`src/rtl/fetch_controller.sv`:
```
// Instruction fetch controller: walks a word-aligned PC through instruction
// memory, buffers {pc, instr} pairs in a 2-entry queue toward decode, and
// handles redirects (flush + retarget) and end-of-program halting.
module fetch_controller #(
   parameter int unsigned MEM_SIZE = 16,
   parameter logic [63:0] RESET_PC = 64'h0
) (
   input  logic        clk,
   input  logic        reset,
   input  logic        start,
   input  logic        redirect_valid,
   input  logic [63:0] redirect_pc,
   output logic [63:0] imem_adr,
   input  logic [31:0] imem_instr,
   output logic        out_valid,
   input  logic        out_ready,
   output logic [31:0] out_instr,
   output logic [63:0] out_pc,
   output logic        halted,
   output logic        misalign_err
);

   typedef enum logic [1:0] {S_IDLE, S_FETCH, S_HALT} state_t;

   // First byte address past the end of the program image.
   localparam logic [63:0] PC_LIMIT = 64'(MEM_SIZE) * 64'd4;

   state_t      state_q, state_d;
   logic [63:0] pc_q, pc_d;
   logic [1:0]  count_q, count_d;
   logic [63:0] head_pc_q, head_pc_d;
   logic [31:0] head_instr_q, head_instr_d;
   logic [63:0] tail_pc_q, tail_pc_d;
   logic [31:0] tail_instr_q, tail_instr_d;
   logic        misalign_q, misalign_d;

   logic        redir_fetch;
   logic        redir_aligned;
   logic        in_range;
   logic        head_valid;
   logic        pop;
   logic        push;
   logic [1:0]  slot;

   // Handshake qualifiers shared by next-state and datapath logic.
   always_comb begin
      redir_fetch   = (state_q == S_FETCH) && redirect_valid;
      redir_aligned = (redirect_pc[1:0] == 2'b00);
      in_range      = (pc_q < PC_LIMIT);
      head_valid    = (count_q != 2'd0) && !redir_fetch;
      pop           = head_valid && out_ready;
      push          = (state_q == S_FETCH) && !redirect_valid && in_range &&
                      ((count_q < 2'd2) || pop);
      // Queue slot the new entry lands in, after any head pop shifts it down.
      slot          = count_q - {1'b0, pop};
   end

   // State and datapath registers; the whole block clears asynchronously.
   always_ff @(posedge clk or posedge reset) begin
      if (reset) begin
         state_q      <= S_IDLE;
         pc_q         <= RESET_PC;
         count_q      <= 2'd0;
         head_pc_q    <= 64'd0;
         head_instr_q <= 32'd0;
         tail_pc_q    <= 64'd0;
         tail_instr_q <= 32'd0;
         misalign_q   <= 1'b0;
      end else begin
         state_q      <= state_d;
         pc_q         <= pc_d;
         count_q      <= count_d;
         head_pc_q    <= head_pc_d;
         head_instr_q <= head_instr_d;
         tail_pc_q    <= tail_pc_d;
         tail_instr_q <= tail_instr_d;
         misalign_q   <= misalign_d;
      end
   end

   // Next-state: HALT is terminal until reset.
   always_comb begin
      state_d = state_q;
      case (state_q)
         S_IDLE:  if (start) state_d = S_FETCH;
         S_FETCH: begin
            if (redirect_valid) begin
               if (!redir_aligned) state_d = S_HALT;
            end else if (!in_range) begin
               state_d = S_HALT;
            end
         end
         S_HALT:  state_d = S_HALT;
         default: state_d = S_IDLE;
      endcase
   end

   // PC, queue and sticky-error updates; a FETCH redirect overrides the queue.
   always_comb begin
      pc_d         = pc_q;
      count_d      = count_q + {1'b0, push} - {1'b0, pop};
      head_pc_d    = head_pc_q;
      head_instr_d = head_instr_q;
      tail_pc_d    = tail_pc_q;
      tail_instr_d = tail_instr_q;
      misalign_d   = misalign_q;

      if (pop) begin
         head_pc_d    = tail_pc_q;
         head_instr_d = tail_instr_q;
      end
      if (push) begin
         pc_d = pc_q + 64'd4;
         if (slot == 2'd0) begin
            head_pc_d    = pc_q;
            head_instr_d = imem_instr;
         end else begin
            tail_pc_d    = pc_q;
            tail_instr_d = imem_instr;
         end
      end

      if (redir_fetch) begin
         count_d = 2'd0;
         if (redir_aligned) pc_d = redirect_pc;
         else               misalign_d = 1'b1;
      end else if ((state_q == S_IDLE) && redirect_valid && redir_aligned) begin
         pc_d = redirect_pc;
      end
   end

   // Outputs: memory address tracks the PC; the consumer sees the queue head.
   always_comb begin
      imem_adr     = pc_q;
      out_valid    = head_valid;
      out_instr    = head_instr_q;
      out_pc       = head_pc_q;
      halted       = (state_q == S_HALT);
      misalign_err = misalign_q;
   end

endmodule
```
`config.mk`:
```
export PLATFORM = sky130hd
export DESIGN_NAME = fetch_controller
export DESIGN_NICKNAME = d
export VERILOG_FILES = /design/src/rtl/fetch_controller.sv
export SDC_FILE = /design/constraint.sdc
export NUM_CORES = 1
export LEC_CHECK = 0
export CORE_UTILIZATION = 49
export CTS_CLUSTER_DIAMETER = 60
export CTS_CLUSTER_SIZE = 10
export DETAILED_ROUTE_END_ITERATION = 10
export MAX_ROUTING_LAYER = met4
export PLACE_DENSITY = 0.8
export SYNTH_ARGS = -nofsm -noshare
export SYNTH_HDL_FRONTEND = slang
export SYNTH_SLANG_ARGS = --single-unit
```
`constraint.sdc`:
```
create_clock -name clk -period 10.4 [get_ports clk]
set_input_delay 1.56 -clock clk [delete_from_list [all_inputs] [get_ports clk]]
set_output_delay 1.56 -clock clk [all_outputs]
set_load 0.05 [all_outputs]
```
### Word-level counts from Yosys, hierarchy flattened

Index checks and enable logic that the tools add are counted.

| word-level totals | value |
|---|---|
| register bits | 261 |
| input port bits | 101 |
| output and inout port bits | 163 |
| logic and storage cells | 55 |

| operators by class | value |
|---|---|
| add/subtract/negate cells | 4 |
| order comparisons | 2 |
| equality and inequality tests | 5 |
| muxes and demuxes | 16 |
| bitwise logic cells | 2 |
| reduce and logical (&&, ||, !) cells | 18 |

Operators by type and width:

| operator | number |
|---|---|
| 2-to-1 mux 64 bit | 7 |
| 2-to-1 mux 32 bit | 3 |
| adder 64 x 3 -> 64 bit (second input constant) | 1 |
| < comparator 64 x 7 -> 1 bit (second input constant) | 1 |
| 2-to-1 mux 2 bit | 5 |
| logical AND 1 bit | 8 |
| zero test 2 bit | 3 |
| inequality test 3 bit (second input constant) | 2 |
| case mux 2 bit (3 select lines) | 1 |
| AND reduction 2 bit | 2 |
| subtractor 2 x 1 -> 2 bit | 2 |
| AND reduction 3 bit | 1 |
| adder 2 x 1 -> 2 bit | 1 |
| equality test 2 x 1 -> 1 bit (second input constant) | 1 |
| equality test 2 bit (second input constant) | 1 |
| zero test 1 bit | 2 |
| < comparator 2 bit (second input constant) | 1 |
| inequality test 2 bit (second input constant) | 1 |
| NOT 1 bit | 2 |
| nonzero test 2 bit | 1 |
| logical OR 1 bit | 1 |

### Depth between registers and ports, before layout

| logic depth | value |
|---|---|
| word-level depth | 10 |
| gate-level depth with buffers | 13 |
| gate-level depth less buffers | 11 |

### Least setup slack after synthesis

OpenSTA, ideal clock, no wires.

| timing path | value |
|---|---|
| kind | input -> output |
| from | input port redirect_valid |
| to | output port out_valid |
| arrival | 2.479 ns |
| required time | 8.840 ns |
| path slack | 6.361 ns |
| cell stages on the path | 2 |
| buffers on the path | 1 |
| path through | buf_2 > a21oi_1 |

| between the ends | value |
|---|---|
| word-level cells in the longest chain between the ends | 3 |

RTL lines:

| what | line | source |
|---|---|---|
| from (decl) | 11 | `input logic redirect_valid,` |
| logical AND 1 bit | 47 | `redir_fetch = (state_q == S_FETCH) && redirect_valid;` |
| zero test 1 bit | 50 | `head_valid = (count_q != 2'd0) && !redir_fetch;` |
| logical AND 1 bit | 50 |  |
| to (decl) | 15 | `output logic out_valid,` |

Every way passes these cells.

### Worst setup path after layout

| timing path | value |
|---|---|
| from | input port redirect_valid |
| to | register head_pc_q[3] (netlist: out_pc[3]) |

| between the ends | value |
|---|---|
| word-level cells in the longest chain between the ends | 8 |
| elaborated cells between the ends (all ways) | 14 |
| classes of those cells | add/sub (1); mux (3); reduce/logical (10) |

RTL lines:

| what | line | source |
|---|---|---|
| logical AND 1 bit | 47 |  |
| zero test 1 bit | 50 |  |
| logical AND 1 bit | 50 |  |
| logical AND 1 bit | 51 | `pop = head_valid && out_ready;` |
| subtractor 2 x 1 -> 2 bit | 55 | `slot = count_q - {1'b0, pop};` |
| zero test 2 bit | 114 | `if (slot == 2'd0) begin` |
| 2-to-1 mux 64 bit | 114 |  |
| 2-to-1 mux 64 bit * | 112 | `if (push) begin` |
| via head_pc_d[3] | 31 | `logic [63:0] head_pc_q, head_pc_d;` |
| to (signal assigned) | 73 | `head_pc_q <= head_pc_d;` |
| to (decl) | 31 |  |

Mark *: on every way through the listed nets, which the timed path passes. The rest lies on a longest branch.
A chain may end at the register's enable or synchronous reset.

==> results.toml <==
[run_status]
run_status = "finished clean"

[sta]
max_slew.worst_pin.slew_ns = 1.03
setup_violations = 0
fin_crit_sh_pct = 45.9
final.setup.worst_slack_ns = 5.63
rsz0062_at_grt = "false"
finalHoldViolCount = 0
slew_violations = 0
relSlewSlack_pct = 31.4
finalSetupTns_ns = 0
holdWs_ns = 0.482
period_minus_slack_ns = 4.77
fmax_mhz = 210
clock-skew-final_ns = 0.00897

[critical_path]
end_kind = "flip-flop"
slowest_delay_ns = 0.83
start_kind = "input pin"
critPathSlowestCell = "nor4_1"
cp_data_arrival_time_ns = 5.17
critPathKind = "in -> reg"
worstPathMaxFanout = 56
worstPathCellList = "clkdlybuf4s50_1 > nor4_1 > nand3_1 > nor4_1 > and3b_4 > buf_4 > mux2_2"
crit_required_ns = 10.80
cpMostUsedCell = "nor4_1"

[synthesis]
syn_nets = 970
synthDistinctLibCells = 36
ys.warnings.count = 0
ys_top_cells_by_area = "dfrtp_1 (62%), mux2_2 (13%), nand2_1 (6.3%)"
yosysTopAreaCell = "dfrtp_1"
syn-cell-area_um2 = 10500
ys_seq_elements = 261
netlist.area_leader.share_pct = 62.3
postSynthAreaPerCell_um2 = 12.2
syn_inst = 863
synth-seq-area-share_pct = 62.3

[cts]
clockRootBuffer = "clkbuf_16"
max-clock-path-buffers = 3
cts_tree = "done"
cts_setup_buffers = 0
h-tree-depth = 1
cts_buffers = 30
clk_pin_slew_ns = 0.05
cts.repair.resized = 0
clock_latency_ns = 0.53
postCtsHoldBufs = 0
clock-sinks = 261

[die]
dieHeight_um = 148
start_util_pct = 49.9
io_pins = 264
core_area_um2 = 21000
row_count = 53
die_w_um = 148
dieArea_um2 = 22000

[cells_and_area]
drive_above_1_share_pct = 15.1
syn_to_final_growth_pct = 34.9
final_nets = 1223
diodes = 0

[placement]
gp_congestion = 0.786
portBuffers = 263
dp_slack_ns = 5.14
hpwl_um = 16000

[drt]
wl_met2_um = 11800
wl_um = 24200
wire_per_inst_um = 17.4
wl_met3_um = 1540
vias = 7118
dr.pass1.iters = 4
top_layer_used = "met4"
postRouteAntennaNets = 0
drc_errors = 0
m1WireLength_um = 10300
drt-initial-drc-count = 320
via_per_inst = 5.11

[global_routing]
grt_max_degree = 118
antenna_found_initial = 0
grt_pass1_wl_um = 39300
grt-ovfl-total = 0
grt_usage_pct = 23.3
grt_pass1_vias = 7580

[run]
maxCapViolCount = 0

[min_path]
hold_class = "reg -> reg"

[power_and_ir_drop]
p_leak_uw = 0.00703
power.density_nw_per_um2 = 238
ir_drop_v = 0.000260
worst max-delay path, delay by kind of cell:
family        cells  cell delay [ns]
simple gates      4             2.01
buf+inv           2             1.17
mux               1             0.40
placed cells by master, fill, tap and decap left out, types with 2 or more instances in the layout:
cell type and instances:
a21oi_1 3, a31oi_1 4, and2_1 62, buf_4 7, clkbuf_16 31, clkdlybuf4s50_1 263
dfrtp_1 261, ha_1 6, inv_1 2, mux2_2 117, mux2i_1 59, nand2_1 175
nand3_1 4, nand4_1 7, nor2_1 65, nor4_1 22, o21ai_0 4, o31ai_1 2
or2_2 2, or4_1 2
final timing paths:
kind / from / endpoint / slack [ns] / depth (start not counted)
worst min register to register: tail_pc_q[32] / tail_pc_q[32] / 0.48 / 1
worst max-delay path: redirect_valid / out_pc[3] / 5.63 / 7
min in group asynchronous: reset / out_instr[28] / 1.58 / 2
max in group asynchronous: reset / imem_adr[26] / 7.38 / 3
worst max register to register: state_q[1] / out_pc[3] / 6.27 / 8
worst min-delay path: tail_pc_q[32] / tail_pc_q[32] / 0.48 / 1
cell usage after synthesis, drive strengths merged:
library cell	count
o211ai	1
a311oi	1
dfrtp	261
nor2b	1
or3	1
inv	3
and3b	1
buf	23
nand3	4
a31oi	4
nor2	66
nand2	176
a21bo	1
o21ai	4
and2	62
or4	2
mux2	117
nand4b	1
o211a	1
nor3	1
or2	2
mux2i	59
a21oi	3
o21bai	1
clkbuf	26
o31ai	2
nor4b	1
ha	6
xnor2	1
nor4	24
nand4	7
per-layer routing:
metal  track usage (%)  vias to the layer above
met3              5.46                       41
met4              6.44                        0
li1                  -                     3385
met1              29.3                     3478
met2              37.9                      214
met5                 -                        -
sequential cells by signal, summed over array words and instances, names as in the netlist:
| name | cells |
|---|---|
| tail_instr_q | 32 |
| tail_pc_q | 64 |
| count_q | 2 |
| out_instr | 32 |
| imem_adr | 64 |
| misalign_err | 1 |
| state_q | 2 |
| out_pc | 64 |
area by class of cell:
class                           count  area, um^2
Fill cell                        1575        6870
Sequential cell                   261        6530
Tap cell                          275         344
Timing Repair Buffer              270        2690
Clock inverter                      2        35.0
Multi-Input combinational cell    550        3750
Inverter                            3        18.8
Clock buffer                       32         790
where the power goes:
group	switching, uW	internal, uW	total, uW
Sequential	160	1150	1310
Clock	365	551	916
Combinational	752	400	1150
Total	1280	2100	3370
cells by family (layout without fill, tap and decap cells):
kind of cell	count (synthesis)	after routing	share of synthesized area [%]
compound gates	18	18	1.13
simple gates	349	349	15.4
xor+xnor	1	1	0.0835
fa+ha+maj	6	6	0.716
buf+inv	52	307	2.19
mux	176	176	18.2
flops	261	261	62.3
through the flow:
stage          power, uW  cell area, um^2  utilization, %  std cells
6_report            3370            14200            67.3       1393
5_1_grt             3520            14200            67.3       1393
4_1_cts             3410            14200            67.3       1393
3_5_place_dp        2470            13300            63.4       1359
3_3_place_gp        2460            13300            63.4       1359
2_1_floorplan       2050            10500               -        863
No activity file was read; power rests on OpenSTA's default activity.
